$ cat src/rtl/post_slowdown_ctrl_if.sv
// Bundle between the POST sequencer and its surroundings: raw CPU-side
// inputs in, injector request level and status out.
interface post_slowdown_ctrl_if #(
  parameter int CNT_W = 4
);
  logic             post_bit;
  logic             cpu_rst_n;
  logic             i2c_send;
  logic [CNT_W-1:0] post_cnt;
  logic [2:0]       state_o;
  logic             aborted;

  modport master (output post_bit, cpu_rst_n, input i2c_send, post_cnt, state_o, aborted);
  modport slave  (input post_bit, cpu_rst_n, output i2c_send, post_cnt, state_o, aborted);
endinterface

$ cat src/rtl/post_slowdown_ctrl.sv
// Counts debounced POST-bit toggles and raises/drops the injector's i2c_send
// level at configured counts; a watchdog aborts to speedup if POST stalls.
module post_slowdown_ctrl #(
  parameter int FILT_LEN    = 4,
  parameter int CNT_W       = 4,
  parameter int SLOW_AT     = 2,
  parameter int FAST_AT     = 4,
  parameter int TIMEOUT_CYC = 200000
) (
  input logic                clk,
  input logic                rst,
  post_slowdown_ctrl_if.slave bus
);
  localparam logic [2:0] S_IDLE  = 3'd0;
  localparam logic [2:0] S_COUNT = 3'd1;
  localparam logic [2:0] S_SLOW  = 3'd2;
  localparam logic [2:0] S_DONE  = 3'd3;
  localparam logic [2:0] S_ABORT = 3'd4;

  logic [1:0]       post_sync, rstn_sync;
  logic             post_s, rstn_s;
  logic             filt_lvl;
  logic [3:0]       filt_cnt;
  logic             evt;
  logic [17:0]      timer;
  logic [2:0]       state;
  logic             i2c_q;
  logic             abort_q;
  logic [CNT_W-1:0] cnt, cnt_inc;

  assign post_s  = post_sync[1];
  assign rstn_s  = rstn_sync[1];
  assign cnt_inc = (cnt == '1) ? cnt : cnt + 1'b1;

  // Synchronisers and debounce filter run regardless of sequencer state.
  always_ff @(posedge clk) begin
    if (rst) begin
      post_sync <= '0;
      rstn_sync <= '0;
      filt_lvl  <= 1'b0;
      filt_cnt  <= '0;
      evt       <= 1'b0;
    end else begin
      post_sync <= {post_sync[0], bus.post_bit};
      rstn_sync <= {rstn_sync[0], bus.cpu_rst_n};
      evt       <= 1'b0;
      if (post_s != filt_lvl) begin
        if (filt_cnt == 4'(FILT_LEN - 1)) begin
          filt_lvl <= post_s;
          filt_cnt <= '0;
          evt      <= 1'b1;
        end else begin
          filt_cnt <= filt_cnt + 4'd1;
        end
      end else begin
        filt_cnt <= '0;
      end
    end
  end

  // CPU reset outranks events and the watchdog in every state.
  always_ff @(posedge clk) begin
    if (rst) begin
      state   <= S_IDLE;
      cnt     <= '0;
      timer   <= '0;
      i2c_q   <= 1'b0;
      abort_q <= 1'b0;
    end else if (!rstn_s) begin
      state   <= S_IDLE;
      cnt     <= '0;
      timer   <= '0;
      i2c_q   <= 1'b0;
      abort_q <= 1'b0;
    end else begin
      case (state)
        S_IDLE: begin
          state <= S_COUNT;
          timer <= '0;
          i2c_q <= 1'b0;
        end
        S_COUNT, S_SLOW: begin
          if (evt) begin
            cnt   <= cnt_inc;
            timer <= '0;
            if (state == S_COUNT && cnt_inc == CNT_W'(SLOW_AT)) begin
              state <= S_SLOW;
              i2c_q <= 1'b1;
            end else if (state == S_SLOW && cnt_inc == CNT_W'(FAST_AT)) begin
              state <= S_DONE;
              i2c_q <= 1'b0;
            end
          end else if (timer == 18'(TIMEOUT_CYC - 1)) begin
            state   <= S_ABORT;
            timer   <= '0;
            i2c_q   <= 1'b0;
            abort_q <= 1'b1;
          end else begin
            timer <= timer + 18'd1;
          end
        end
        S_DONE: begin
          i2c_q <= 1'b0;
          if (evt) cnt <= cnt_inc;
        end
        S_ABORT: begin
          i2c_q   <= 1'b0;
          abort_q <= 1'b1;
        end
        default: begin
          state <= S_IDLE;
          i2c_q <= 1'b0;
        end
      endcase
    end
  end

  assign bus.i2c_send = i2c_q;
  assign bus.post_cnt = cnt;
  assign bus.state_o  = state;
  assign bus.aborted  = abort_q;
endmodule

$ cat src/flat_wrapper.sv
// flat-port wrapper written by rule: the top's interface ports become plain ports
module post_slowdown_ctrl_flat 
#(
  parameter int FILT_LEN    = 4,
  parameter int CNT_W       = 4,
  parameter int SLOW_AT     = 2,
  parameter int FAST_AT     = 4,
  parameter int TIMEOUT_CYC = 200000
)
  (clk, rst, bus_post_bit, bus_cpu_rst_n, bus_i2c_send, bus_post_cnt, bus_state_o, bus_aborted);
  post_slowdown_ctrl_if #(.CNT_W(CNT_W)) bus_i ();
  input logic clk;
  input logic rst;
  input wire logic [$bits(bus_i.post_bit)-1:0] bus_post_bit;
  input wire logic [$bits(bus_i.cpu_rst_n)-1:0] bus_cpu_rst_n;
  output wire logic [$bits(bus_i.i2c_send)-1:0] bus_i2c_send;
  output wire logic [$bits(bus_i.post_cnt)-1:0] bus_post_cnt;
  output wire logic [$bits(bus_i.state_o)-1:0] bus_state_o;
  output wire logic [$bits(bus_i.aborted)-1:0] bus_aborted;
  assign bus_i.post_bit = bus_post_bit;
  assign bus_i.cpu_rst_n = bus_cpu_rst_n;
  assign bus_i2c_send = bus_i.i2c_send;
  assign bus_post_cnt = bus_i.post_cnt;
  assign bus_state_o = bus_i.state_o;
  assign bus_aborted = bus_i.aborted;
  post_slowdown_ctrl #(.FILT_LEN(FILT_LEN), .CNT_W(CNT_W), .SLOW_AT(SLOW_AT), .FAST_AT(FAST_AT), .TIMEOUT_CYC(TIMEOUT_CYC)) u_core (.clk(clk), .rst(rst), .bus(bus_i));
endmodule
$ cat config.mk
export PLATFORM = sky130hd
export DESIGN_NAME = post_slowdown_ctrl_flat
export DESIGN_NICKNAME = d
export VERILOG_FILES = /design/src/rtl/post_slowdown_ctrl_if.sv /design/src/rtl/post_slowdown_ctrl.sv /design/src/flat_wrapper.sv
export SDC_FILE = /design/constraint.sdc
export NUM_CORES = 1
export LEC_CHECK = 0
export ABC_AREA = 1
export BUFFER_PORTS_ARGS = -buffer_cell sky130_fd_sc_hd__clkbuf_2
export CORE_MARGIN = 2
export CORE_UTILIZATION = 64
export CTS_CLUSTER_SIZE = 12
export DETAILED_ROUTE_END_ITERATION = 10
export GPL_TIMING_DRIVEN = 0
export PLACE_DENSITY = 0.87
export SLEW_MARGIN = 0
export SYNTH_ARGS = -nofsm -noshare
export SYNTH_HDL_FRONTEND = slang
export SYNTH_SLANG_ARGS = --single-unit
$ cat constraint.sdc
create_clock -name clk -period 3.7 [get_ports clk]
set_clock_uncertainty 0.1 [all_clocks]
set_input_delay 0.555 -clock clk [delete_from_list [all_inputs] [get_ports clk]]
set_output_delay 0.555 -clock clk [all_outputs]
set_load 0.01 [all_outputs]
==> summary.md <==
| Metric | Value |
|---|---|
| Outcome | finished clean |
| Routed WL | 3.832 mm |
| Port bufs | 12 |
| Core Area | 3028 µm² |
| Routed vias | 1,849 |
| Kind of capture point of the worst setup path | flip-flop |
| Number of max-capacitance violations reported | 0 |
| Die Y-Extent | 60.33 µm |
| Post-cts sizing count | 0 |
| Portion of synthesized cell area occupied by the leading cell type | 36.48% |
| Most instantiated library cell after synthesis | sky130_fd_sc_hd__nand2_1 |
| Maximum operating frequency | 507.8 MHz |
| Worst vdd ir | 0.2254 mV |
| EDFF count, synth | 0 |
| Pwr Total | 0.7053 mW |
| RePlAce Congestion | 0.8916 |
| DR pass1 iterations | 4 |
| Vias in the first global route | 1,629 |
| Reg2reg start | u_core.bus.post_cnt[0] |
| Global router's overall resource usage | 23.44% |
| CTS Buffer Depth | 2 |
| Cell at the root of the clock tree | sky130_fd_sc_hd__clkbuf_4 |
| Setup repair after global routing missed its margin | false |
| Fraction of layout cells with a size suffix above 1 | 12.81% |
| Layout Utilization | 73.64% |
| Worst slack at placement | 1784 ps |
| Number of diodes | 0 |
| Hold-critical path endpoint | u_core.rstn_sync[0] |
| Initial cell density of the core | 67.07% |
| Crit Path Class | reg -> reg |
| DIE AREA | 3640 µm² |
| Pin slew with the least headroom to its limit | 442.3 ps |
| Post-synth design cell area | 2031 µm² |
| Cts bufs inserted | 5 |
| Mux cell area share after synthesis | 0% |
| CTS H-tree lvls | 2 |
| Share of synthesized registers carrying an async set or reset | 0% |
| Ys Warns | 0 |
| Number of vias per cell | 5.080 |
| CP Launch Type | flip-flop |
| Endpoint of the lowest-slack register-to-register path | u_core.bus.state_o[1] |
| Sequential cell area fraction in the yosys report | 36.48% |
| Area fraction in compound gates after synthesis | 7.517% |
| Top area cells in the synthesized netlist | sky130_fd_sc_hd__dfxtp_1 36%, sky130_fd_sc_hd__nand2_1 12%, sky130_fd_sc_hd__nor2_1 10%, sky130_fd_sc_hd__inv_1 7.9%, sky130_fd_sc_hd__nand3_1 4.9% |
| Maximum net fanout on the critical path | 8 |
| Placed Cells incl. Taps | 356 |
| Internal reg-to-reg setup slack | 1730 ps |
| Total setup buffers inserted after CTS | 0 |
| Hold Crit Start | bus_cpu_rst_n |
| Setup Viol. Count Final | 0 |
| Critical path arrival | 2170 ps |
| Basic-gate share of the synthesized area counting and, or, nand and nor cells | 40.91% |
| Average wire length per cell after detail routing | 10.53 µm |
| Net count of the finished layout | 327 |
| Final Hold Fails | 0 |
| Critical Path RT | 3900 ps |
| Crit path setup slack, layout | 1731 ps |
| Cell variety after synth | 33 |
| Total power divided by cell area | 316.3 nW/µm² |
| Row Count | 20 |
| First-pass GRT wire length | 6.534 mm |
| Iteration-0 DRC Markers | 99 |
| Largest net degree at the start of global routing | 14 |
| Leakage power | 0.9090 nW |
| Setup tns final | 0 ps |
| Antenna violations before repair | 0 |
| Rel. slew slack | 70.35% |
| Layout Area Growth over Synthesis | 9.797% |
| Dominant combinational cell family by area after synthesis | simple AND/OR/NAND/NOR gates |
| Number of antenna-violating nets in the routed design | 0 |
| Number of I/O pins | 13 |
| Residual DRC count | 0 |
| Syn_area_per_cell | 6.769 µm² |
| Xor/xnor cell area share of the yosys netlist | 3.019% |
| Worst hold path depth | 3 |
| Area leader, netlist | sky130_fd_sc_hd__dfxtp_1 |
| Final instance count without filler cells | 364 |
| Tightest Hold Check Type | in -> reg |
| Total global routing overflow | 0 |
| Primary FF master, synth | sky130_fd_sc_hd__dfxtp_1 |
| Top cells by count, synth | 66 x sky130_fd_sc_hd__nand2_1, 55 x sky130_fd_sc_hd__nor2_1, 43 x sky130_fd_sc_hd__inv_1, 37 x sky130_fd_sc_hd__dfxtp_1, 20 x sky130_fd_sc_hd__nand3_1 |
| Post-layout min period | 1969 ps |
| Fraction of the cycle the final worst path needs | 53.22% |
| Net count after synthesis | 308 |
| Number of hold buffers added after CTS | 0 |
| Worst r2r path cells | 11 |
| Clock Latency Late Sink | 350 ps |
| Final-report max-slew violation count | 0 |
| Synthesis-stage register bit count | 37 |
| Synth Instances | 300 |
| Share of synthesized cell area in full adder, half adder and majority cells | 2.465% |
| Die boundary width | 60.33 µm |
| Clk pin slew, worst setup/hold paths | 120 ps |
| TritonCTS clock tree | yes |
| CTS sink count | 37 |
| Placed wire-length estimate | 2.901 mm |
## registers in the layout, summed over array words and instances (netlist names)
register / cells
u_core.timer: 18
u_core.bus.post_cnt: 4
u_core.filt_cnt: 4
u_core.bus.state_o: 3
u_core.post_sync: 2
u_core.rstn_sync: 2
u_core.bus.aborted: 1
u_core.bus.i2c_send: 1
u_core.evt: 1
u_core.filt_lvl: 1
## worst max-delay path by stage
stage | slack (ps) | cells past startpoint | endpoint | startpoint
after detailed placement | 1780 | 11 | u_core.bus.state_o[0] | u_core.bus.post_cnt[0]
after global routing | 1420 | 11 | u_core.bus.state_o[0] | u_core.bus.post_cnt[0]
final | 1730 | 11 | u_core.bus.state_o[1] | u_core.bus.post_cnt[0]
after global placement | 1780 | 11 | u_core.bus.state_o[1] | u_core.bus.post_cnt[0]
after floorplan | 1980 | 11 | u_core.bus.state_o[1] | u_core.bus.post_cnt[0]
after CTS | 1720 | 11 | u_core.bus.state_o[0] | u_core.bus.post_cnt[0]
## cells in the final DEF (no fill, tap or decap), types with 2 or more instances in the layout
cell,n
sky130_fd_sc_hd__nand3_1,20
sky130_fd_sc_hd__clkbuf_2,13
sky130_fd_sc_hd__nor2_1,55
sky130_fd_sc_hd__clkbuf_4,5
sky130_fd_sc_hd__or2_2,3
sky130_fd_sc_hd__a21oi_1,9
sky130_fd_sc_hd__inv_2,2
sky130_fd_sc_hd__inv_1,43
sky130_fd_sc_hd__xor2_1,6
sky130_fd_sc_hd__nand2_2,4
sky130_fd_sc_hd__o21ai_0,10
sky130_fd_sc_hd__nor3b_1,2
sky130_fd_sc_hd__nor3_1,2
sky130_fd_sc_hd__nand2_1,66
sky130_fd_sc_hd__nand4_1,15
sky130_fd_sc_hd__ha_1,4
sky130_fd_sc_hd__dfxtp_1,37
sky130_fd_sc_hd__nor3_2,3
sky130_fd_sc_hd__a31oi_1,3
## where the power goes
| group | total, mW | internal (mW) | switching (mW) |
|---|---|---|---|
| sequential | 0.403 | 0.401 | 0.00191 |
| combinational | 0.0147 | 0.00525 | 0.00948 |
| clock | 0.288 | 0.143 | 0.145 |
| total | 0.705 | 0.549 | 0.156 |
## metal layers
layer	routed length [µm]	vias to the layer above	global-route usage, %
met5	0	-	0
met4	45	0	8.571
met3	113	4	5.544
met2	1795	29	40.06
met1	1878	818	28.80
li1	-	998	-
## critical path: stages, from the launching register on
cell                      delay (ps)
sky130_fd_sc_hd__dfxtp_1         480
sky130_fd_sc_hd__ha_1            310
sky130_fd_sc_hd__nand3_1         200
sky130_fd_sc_hd__nand2_1         130
sky130_fd_sc_hd__nand2_1          60
sky130_fd_sc_hd__nor2_1          120
sky130_fd_sc_hd__nand2_1          80
sky130_fd_sc_hd__nand3_1         140
sky130_fd_sc_hd__nand3_1         100
sky130_fd_sc_hd__nand2_1          70
sky130_fd_sc_hd__inv_1            30
sky130_fd_sc_hd__nor2_1           80
## logic make-up after synthesis
family | after synthesis
AO/OA/AOI/OAI | 26
XOR/XNOR | 7
adder cells (fa/ha/maj) | 4
buffers and inverters | 49
flip-flops | 37
AND/OR/NAND/NOR | 177
## through the flow
stage	area [µm²]	hold WS, ps
final	2230	275.5
after global placement	2146	290.3
after CTS	2230	268.0
after floorplan	2031	288.3
after detailed placement	2146	294.4
after global routing	2230	283.6
## area by class of cell
class | instances | area, µm²
plain buffers | 2 | 16.27
inverters | 47 | 178.9
clock buffers | 5 | 37.54
multi-input cells | 214 | 1095
repair buffers | 12 | 60.06
clock inverters | 3 | 46.29
fillers | 262 | 798.3
flip-flops and latches | 37 | 740.7
well taps | 44 | 55.05
No activity file was read; power rests on OpenSTA's default activity.
